File: config.mk
export PLATFORM = sky130hd
export DESIGN_NAME = imem_loader
export DESIGN_NICKNAME = d
export VERILOG_FILES = /design/src/rtl/imem_loader.sv
export SDC_FILE = /design/constraint.sdc
export NUM_CORES = 1
export LEC_CHECK = 0
export BUFFER_PORTS_ARGS = -buffer_cell sky130_fd_sc_hd__clkbuf_2
export CAP_MARGIN = 20
export CORE_UTILIZATION = 55
export DETAILED_ROUTE_END_ITERATION = 8
export GPL_TIMING_DRIVEN = 0
export HOLD_SLACK_MARGIN = 0.02
export PLACE_DENSITY = 0.88
export SETUP_SLACK_MARGIN = 0.2
export SLEW_MARGIN = 10
export SYNTH_ARGS = -nofsm -noshare
export SYNTH_HDL_FRONTEND = slang
export SYNTH_SLANG_ARGS = --single-unit
File: constraint.sdc
create_clock -name clk -period 4.9 [get_ports clk]
set_input_delay 0.49 -clock clk [delete_from_list [all_inputs] [get_ports clk]]
set_output_delay 0.49 -clock clk [all_outputs]
set_load 0.05 [all_outputs]
File: src/rtl/imem_loader.sv
// Byte-stream loader for the instruction memory: packs 3 bytes per 20-bit
// word and writes consecutive addresses, holding busy while a load runs.
module imem_loader #(
   parameter int ADDR_W = 13,
   parameter int DATA_W = 20
) (
   input  logic              clk,
   input  logic              rst,
   input  logic              load_start,
   input  logic [ADDR_W-1:0] load_base,
   input  logic [ADDR_W:0]   load_count,
   input  logic              byte_vld,
   input  logic [7:0]        byte_data,
   output logic              byte_rdy,
   output logic              im_we,
   output logic [ADDR_W-1:0] im_waddr,
   output logic [DATA_W-1:0] im_wdata,
   output logic              busy,
   output logic              done,
   output logic              err
);

   // Handshake: a byte moves only on a posedge where byte_vld && byte_rdy;
   // byte_rdy is high exactly while the FSM sits in B0, B1 or B2.
   typedef enum logic [2:0] {
      S_IDLE = 3'd0,
      S_B0   = 3'd1,
      S_B1   = 3'd2,
      S_B2   = 3'd3,
      S_WR   = 3'd4,
      S_DONE = 3'd5
   } state_t;

   localparam logic [ADDR_W:0] LAST_WORD = {{ADDR_W{1'b0}}, 1'b1};

   state_t            state;
   logic [ADDR_W-1:0] addr;
   logic [ADDR_W:0]   remaining;
   logic [15:0]       asm_lo;
   logic              accept;

   assign accept = byte_vld && byte_rdy;

   // Outputs are registers updated alongside state so each tracks its state decode.
   always_ff @(posedge clk or posedge rst) begin
      if (rst) begin
         state     <= S_IDLE;
         addr      <= '0;
         remaining <= '0;
         asm_lo    <= '0;
         byte_rdy  <= 1'b0;
         im_we     <= 1'b0;
         im_waddr  <= '0;
         im_wdata  <= '0;
         busy      <= 1'b0;
         done      <= 1'b0;
         err       <= 1'b0;
      end else begin
         im_we <= 1'b0;
         done  <= 1'b0;
         case (state)
            S_IDLE: begin
               if (load_start) begin
                  addr      <= load_base;
                  remaining <= load_count;
                  err       <= 1'b0;
                  busy      <= 1'b1;
                  if (load_count == '0) begin
                     state <= S_DONE;
                     done  <= 1'b1;
                  end else begin
                     state    <= S_B0;
                     byte_rdy <= 1'b1;
                  end
               end
            end
            S_B0: begin
               if (accept) begin
                  asm_lo[7:0] <= byte_data;
                  state       <= S_B1;
               end
            end
            S_B1: begin
               if (accept) begin
                  asm_lo[15:8] <= byte_data;
                  state        <= S_B2;
               end
            end
            S_B2: begin
               // Write port fields change only here, so they hold between writes.
               if (accept) begin
                  im_wdata <= {byte_data[3:0], asm_lo};
                  im_waddr <= addr;
                  im_we    <= 1'b1;
                  byte_rdy <= 1'b0;
                  if (byte_data[7:4] != 4'd0) err <= 1'b1;
                  state    <= S_WR;
               end
            end
            S_WR: begin
               addr      <= addr + 1'b1;
               remaining <= remaining - 1'b1;
               if (remaining == LAST_WORD) begin
                  state <= S_DONE;
                  done  <= 1'b1;
               end else begin
                  state    <= S_B0;
                  byte_rdy <= 1'b1;
               end
            end
            S_DONE: begin
               state <= S_IDLE;
               busy  <= 1'b0;
            end
            default: begin
               state    <= S_IDLE;
               busy     <= 1'b0;
               byte_rdy <= 1'b0;
            end
         endcase
      end
   end

endmodule

* Word level (Yosys, flattened, before mapping) *
Cells that the tools add are included.

operators by class
  reductions and logical operators = 16
  bitwise operators = 2
  muxes and demuxes = 28
  add/sub/neg operators = 2
  eq/ne operators = 13

operators by type and width
  kind                                                                  number
  14-bit one-hot mux with 2 select lines                                1
  13-bit one-hot mux with 2 select lines                                1
  3-bit 2-to-1 mux                                                      6
  3-bit one-hot mux with 5 select lines                                 1
  14-bit by 1-bit == test with 1-bit output, second input constant      1
  14-bit zero test                                                      1
  14-bit 2-to-1 mux                                                     1
  2-bit inequality test, second input constant                          7
  14-bit by 1-bit subtractor with 14-bit output, second input constant  1
  13-bit by 1-bit adder with 13-bit output, second input constant       1
  1-bit 2-to-1 mux                                                      13
  13-bit 2-to-1 mux                                                     1
  2-bit AND reduction                                                   5
  4-bit AND reduction                                                   2
  3-bit by 2-bit == test with 1-bit output, second input constant       2
  3-bit == test, second input constant                                  2
  1-bit one-hot mux with 2 select lines                                 3
  5-bit AND reduction                                                   1
  1-bit one-hot mux with 4 select lines                                 1
  2-bit nonzero test                                                    2
  4-bit nonzero test                                                    1
  4-bit OR reduction                                                    1
  3-bit by 1-bit == test with 1-bit output, second input constant       1
  3-bit zero test                                                       1
  other kinds (3)                                                       4

storage, ports and cells
  output and inout bits = 38
  logic and storage cells = 73
  input bits = 39
  register bits = 84

* Logic depth before layout (Yosys ltp) *
Gate-level depths: netlist of run 1.

  depth in word-level cells = 4
  gate-level depth with buffers = 6
  depth with buffers taken out = 6

* Least setup slack after synthesis of run 1 *
OpenSTA, ideal clock, no wires.

  kind = register to register
  start point = register byte_rdy
  end point = register im_wdata[10]
  required time = 4.775 ns
  clock period less this slack = 1.822 ns
  setup time = 0.125 ns
  path buffers = 1
  stages on the path, launching flop included = 5
  arrival time = 1.697 ns
  setup slack = 3.078 ns
  cells stage by stage = dfrtp_1 > nand3b_4 > nor2_4 > buf_2 > mux2_2

on the way
  longest elaborated chain between the ends = 2

ends and longest elaborated chain
  element                               RTL line  RTL
  start, declared                       14        output logic byte_rdy,
  start signal, assigned                51        byte_rdy <= 1'b0;
  start signal, assigned                73        byte_rdy <= 1'b1;
  start signal, assigned                95        byte_rdy <= 1'b0;
  1-bit logical AND                     42        assign accept = byte_vld && byte_rdy;
  2-bit AND reduction (no source line)  n/a
  end signal, assigned                  92        im_wdata <= {byte_data[3:0], asm_lo};
  end, declared                         17        output logic [DATA_W-1:0] im_wdata,

Every way passes these cells.
A chain may end at the register's enable or synchronous reset.

* Final worst setup path of run 1 *
  start point = register state[2]
  end point = register im_wdata[9]

on the way
  longest elaborated chain between the ends = 2

ends and longest elaborated chain
  element                                   RTL line  RTL
  start, declared                           36        state_t state;
  start signal, assigned                    47        state <= S_IDLE;
  start signal, assigned                    69        state <= S_DONE;
  start signal, assigned                    72        state <= S_B0;
  3-bit by 2-bit == test with 1-bit output  61        case (state)
  2-bit AND reduction (no source line)      n/a

Every way passes these cells.

==> impl_metrics.toml, run 1 <==
[critical_path]
critPathKind = "reg2reg"
cp_max_fo = 10
cp_slowest_cell = "dfrtp_1"
cp.depth = 5
reg2reg_depth = 5
cp_top_family = "buffers and inverters"
crit_path_end = "im_wdata[9]$_DFFE_PP0P_"
crit_chain = "buf_2 > nand3b_4 > nor2_4 > buf_2 > mux2_2"
ff2ff_setup_slack_ns = 3.00
start_kind = "register"
crit_arrival_ns = 2.15
rr_endpoint = "im_wdata[9]$_DFFE_PP0P_"
cp_slowest_stage_delay_ns = 0.41
startpoint = "state[2]$_DFFE_PP0P_"
crit_path_end_kind = "register"
r2r-start = "state[2]$_DFFE_PP0P_"
path_buf_inv = 2
required_ns = 5.16
path_common_cell = "buf_2"

[floorplanning]
die_area_um2 = 7555
die_width_um = 86.92
die_height_um = 86.92
io_pins = 77
rows = 30
design.core.area_um2 = 6869
initial_utilization_pct = 57.74

[clocking]
cts_tree = "yes"
clk_latency_ns = 0.38
cts_made_buffers = 9
ctsRootBufferMaster = "clkbuf_8"
holdBufCountCts = 0
cts_buffer_depth = 2
cts.sinks = 84
clk_pin_slew_ns = 0.10
ctsResizeCount = 0
cts_max_level = 3
postCtsSetupRepairBufs = 0

[logic_synthesis]
ys.warnings.count = 0
yosys-top-cells-count = "84 x dfrtp_1, 46 x mux2_2, 29 x nand2_1"
synth_top_cells_by_area = "dfrtp_1 53%, mux2_2 13%, nand2_1 2.7%"
yosysMostFrequentCell = "dfrtp_1"
netlist.area_leader.share_pct = 53.00
async_flop_share_pct = 100.0
synth-main-ff-cell = "dfrtp_1"
avgSynthCellArea_um2 = 11.60
synth_area_leader_cell = "dfrtp_1"
netlist_instances = 342
syn_nets = 384
synth_area_um2 = 3966
yosys_register_bits = 84
synth.distinct_cells = 58
synth_edf_count = 0
yosysSeqAreaShare_pct = 53.00

[detailed_routing]
drt_iter0_drc = 269
drc = 0
drt_pass1_iterations = 5
antenna_left = 0
met2_length_mm = 4.550
vias = 3174
top_layer = "met4"
drt-total-wl_mm = 9.152
met3_length_um = 560
vias_per_cell = 5.977
wl_met1_mm = 3.828
avgRoutedWirePerCell_um = 17.24

[run_status]
status = "finished clean"

[timing]
period_share_pct = 38.70
clock_skew_ns = 0.01027
max_freq_mhz = 527.4
rsz0062_at_grt = "no"
finalHoldViolations = 0
final.setup.tns_ns = 0
drv_slew = 0
layout_min_cycle_time_ns = 1.896
finalWorstSetupSlack_ns = 3.004
relSlewSlack_pct = 64.44
worstMarginPinSlew_ns = 0.5334
finalSetupViolCount = 0

[grt]
antenna_found_initial = 0
grt_max_degree = 55
gr-usage-all-layers_pct = 26.35
first_global_vias = 3072
grt_pass1_wl_mm = 14.81
grt-ovfl-total = 0

[placement]
place_area_um2 = 4497
io_buffers = 76
dp_hpwl_mm = 6.569
pre_cts_ws_ns = 2.986
gp_congestion = 0.9074

[power]
power.density_nw_per_um2 = 729.6
power_uw = 3423
ir_worst_vdd_mv = 0.2951
p_leak_uw = 0.002130

[finish]
antenna_cells = 0
nets = 472
drive_above_1_share_pct = 37.70
final_area_um2 = 4692
area_delta_synth_final_pct = 18.30

[job]
drv_cap = 0

[hold_path]
hold_class = "in2async"
[cells in the final DEF, fill, tap and decap left out, types with 7 or more instances in the layout]
| cell type | n |
|---|---|
| a211oi_1 | 8 |
| a21oi_1 | 16 |
| buf_2 | 9 |
| clkbuf_2 | 76 |
| clkbuf_8 | 9 |
| dfrtp_1 | 84 |
| mux2_2 | 46 |
| mux2i_1 | 7 |
| nand2_1 | 29 |
| nand3_1 | 11 |
| nor2_1 | 22 |
| o22ai_1 | 9 |
[worst min-delay path by stage]
| stage | startpoint | end | depth (start not counted) |
|---|---|---|---|
| 5_1_grt | rst | im_wdata[6]$_DFFE_PP0P_ | 2 |
| 3_3_place_gp | im_wdata[12]$_DFFE_PP0P_ | im_wdata[12]$_DFFE_PP0P_ | 1 |
| 2_1_floorplan | asm_lo[11]$_DFFE_PP0P_ | im_wdata[11]$_DFFE_PP0P_ | 1 |
| 6_report | rst | im_wdata[6]$_DFFE_PP0P_ | 2 |
| 4_1_cts | rst | im_wdata[6]$_DFFE_PP0P_ | 2 |
| 3_5_place_dp | im_wdata[13]$_DFFE_PP0P_ | im_wdata[13]$_DFFE_PP0P_ | 1 |
[layer usage]
metal  up-vias  track usage (%)
met5         -                0
met4         0            10.45
met3        21            6.919
met2       131            41.80
met1      1570            34.68
li1       1452                -
[flip-flops by register name, summed over array words and instances, names as in the netlist]
signal and count:
im_wdata 20, asm_lo 16, remaining 14, addr 13, im_waddr 13, state 3, busy 1, byte_rdy 1
done 1, err 1, im_we 1
[metrics by stage]
step | hold slack (ns) | util [%] | instances
floorplan | 0.4602 | - | 342
global placement | 0.4700 | 65.03 | 514
detailed placement | 0.4831 | 65.46 | 515
CTS | 0.08917 | 68.31 | 531
global route | 0.1142 | 68.31 | 531
finish | 0.08632 | 68.31 | 531
[layout make-up]
class                   count  area [um^2]
well taps                  96        120.1
inverters                   7        28.78
repair buffers             77        407.9
plain buffers              16        86.33
clock buffers               9        123.9
flip-flops and latches     84         2102
clock inverters             7        71.32
multi-input cells         235         1752
fillers                   499         2177
[cell families (layout without fill, tap and decap cells)]
| family | after synthesis | count (layout) | synth area share [%] |
|---|---|---|---|
| xor+xnor | 1 | 1 | 0.2209 |
| compound gates | 66 | 66 | 11.36 |
| buf+inv | 23 | 116 | 2.839 |
| simple gates | 108 | 108 | 15.58 |
| flops | 84 | 84 | 53.00 |
| fa+ha+maj | 3 | 3 | 0.9465 |
| mux | 57 | 57 | 16.06 |
[power by group]
group          switching (uW)  total (uW)  leakage, uW  internal [uW]
Combinational            1060        1630      0.00103            573
Clock                     291         489    0.0000926            198
Sequential                279        1300      0.00100           1030
Total                    1630        3420      0.00213           1800
No activity file was read; power rests on OpenSTA's default activity.
==> run 2: changes to the inputs <==
Clock period 4.9 ns to 1.9 ns, I/O delays scaled along.
==> impl_metrics.toml, run 2 (synthesis results as in run 1) <==
[timing]
period_share_pct = 95.69
hold_ws_ns = 0.04722
layout_min_cycle_time_ns = 1.818
rsz0062_at_grt = "yes"
finalHoldViolations = 0
worstMarginPinSlew_ns = 0.6331
finalSetupViolCount = 0
max_freq_mhz = 550.0
relSlewSlack_pct = 57.79
final.setup.tns_ns = 0
drv_slew = 0
clock_skew_ns = 0.01659

[clocking]
cts.sinks = 84
clk_latency_ns = 0.38
cts_buffer_depth = 2
cts_tree = "yes"
cts_max_level = 3
cts_made_buffers = 9
ctsRootBufferMaster = "clkbuf_8"
clk_pin_slew_ns = 0.10

[hold_path]
min_from = "load_base[8]"
hold_end = "addr[8]$_DFFE_PP0P_"
hold_class = "in2reg"
hold_path_depth = 3

[power]
swShare_pct = 48.33
clockPowerShare_pct = 13.4
power_frac_comb_pct = 50.7
p_switching_uw = 4631
power_uw = 9584
p_seq_share_pct = 35.9
power.density_nw_per_um2 = 1901
p_leak_uw = 0.002273
ir_worst_vdd_mv = 0.7442
p_int_uw = 4952

[critical_path]
cp_slowest_cell = "dfrtp_1"
path_buf_inv = 0
r2r-start = "addr[0]$_DFFE_PP0P_"
crit_chain = "ha_1 > nand2_2 > o21ai_0 > nor3b_1"
cp_slowest_stage_delay_ns = 0.44
start_kind = "register"
critPathKind = "reg2reg"
reg2reg_depth = 4
cp_max_fo = 6
ff2ff_setup_slack_ns = 0.08
crit_path_end_kind = "register"
cp_top_family = "simple AND/OR/NAND/NOR gates"
rr_endpoint = "addr[12]$_DFFE_PP0P_"
required_ns = 2.19
crit_arrival_ns = 2.11

[placement]
gp_congestion = 0.9074
place_area_um2 = 4519
io_buffers = 76
placed_cells = 516
dp_hpwl_mm = 6.780

[finish]
fillers = 410
regMostFlops = "im_wdata"
mostFrequentLayoutCells = "81 x dfrtp_1, 77 x clkbuf_2, 43 x mux2_2"
multi_input_area_um2 = 1834
drive_above_1_share_pct = 43.27
area_delta_synth_final_pct = 27.10
largestRegisters = "im_wdata: 20 flops, asm_lo: 16 flops, remaining: 14 flops"
antenna_cells = 0
final_cells = 549
nets = 490
largest_reg_flops = 20
final_area_um2 = 5041
final_common_cell = "dfrtp_1"
regArea_um2 = 2106

[grt]
grt_max_degree = 38
gr-usage-all-layers_pct = 28.63
antenna_found_initial = 0
grt_pass1_wl_mm = 16.12
grt-ovfl-total = 0
first_global_vias = 3321

[detailed_routing]
drt_iter0_drc = 428
vias = 3609
drc = 0
drt_pass1_iterations = 5
avgRoutedWirePerCell_um = 21.56
vias_per_cell = 6.574
antenna_left = 0
drt-total-wl_mm = 11.84

[floorplanning]
rows = 30
design.core.area_um2 = 6869
die_height_um = 86.92
initial_utilization_pct = 57.74
die_area_um2 = 7555
die_width_um = 86.92
io_pins = 77

[job]
drv_cap = 0

[run_status]
status = "finished clean"
==> run 2: worst reg2reg max path, delay by kind of cell, from the launching register on <==
family / cells / cell delay, ns
and+or+nand+nor: 2 / 0.47
DFF: 1 / 0.44
AOI/OAI and AO/OA: 1 / 0.42
adders and majority gates: 1 / 0.40
==> run 2: worst max-delay path by stage <==
stage / from / endpoint / depth (start not counted)
2_1_floorplan: state[2]$_DFFE_PP0P_ / im_wdata[10]$_DFFE_PP0P_ / 5
3_3_place_gp: state[2]$_DFFE_PP0P_ / im_wdata[1]$_DFFE_PP0P_ / 5
3_5_place_dp: state[2]$_DFFE_PP0P_ / im_wdata[2]$_DFFE_PP0P_ / 5
4_1_cts: state[2]$_DFFE_PP0P_ / im_wdata[2]$_DFFE_PP0P_ / 5
5_1_grt: addr[0]$_DFFE_PP0P_ / addr[12]$_DFFE_PP0P_ / 4
6_report: addr[0]$_DFFE_PP0P_ / addr[12]$_DFFE_PP0P_ / 4
==> run 2: cell type report <==
| type | count | share of cell area (%) |
|---|---|---|
| sequential | 84 | 41.77 |
| multi-input combinational | 235 | 36.39 |
| timing repair buffer | 95 | 12.31 |
| buffer | 16 | 2.705 |
| clock buffer | 9 | 2.457 |
| tap | 96 | 2.383 |
| clock inverter | 7 | 1.390 |
| inverter | 7 | 0.5957 |
==> run 2: power by group through the flow <==
stage	sequential [uW]	clock, uW	combinational [uW]
floorplan	4490	0	2000
global placement	3290	0	4040
detailed placement	3370	0	4230
CTS	3340	1260	4420
global route	3520	1350	5100
finish	3440	1290	4860
==> run 2: through the flow <==
step	utilization (%)	setup slack [ns]
after global routing	73.39	-0.08834
after global placement	65.10	0.06919
after detailed placement	65.79	-0.001821
after CTS	70.84	0.1959
final	73.39	0.08181
after floorplan	-	0.2591
==> run 2: what timing repair did <==
| action | CTS | global route |
|---|---|---|
| hold buffers | 1 | 0 |
| endpoints found under the hold margin | 24 | 0 |
| setup buffers | 7 | 8 |
| gates cloned | 0 | 1 |
| setup endpoints to repair | 62 | 69 |
| gates resized for setup | 18 | 27 |
| pin swaps | 5 | 7 |
==> run 2: per-layer routing <==
metal	wire, um	vias to the layer above	part of all wire, %	GRT usage [%]
li1	-	1489	-	-
met1	4360	1754	37	35.71
met2	5607	275	47	47.75
met3	1058	91	8.9	4.645
met4	808	0	6.8	15.76
met5	0	-	0	0
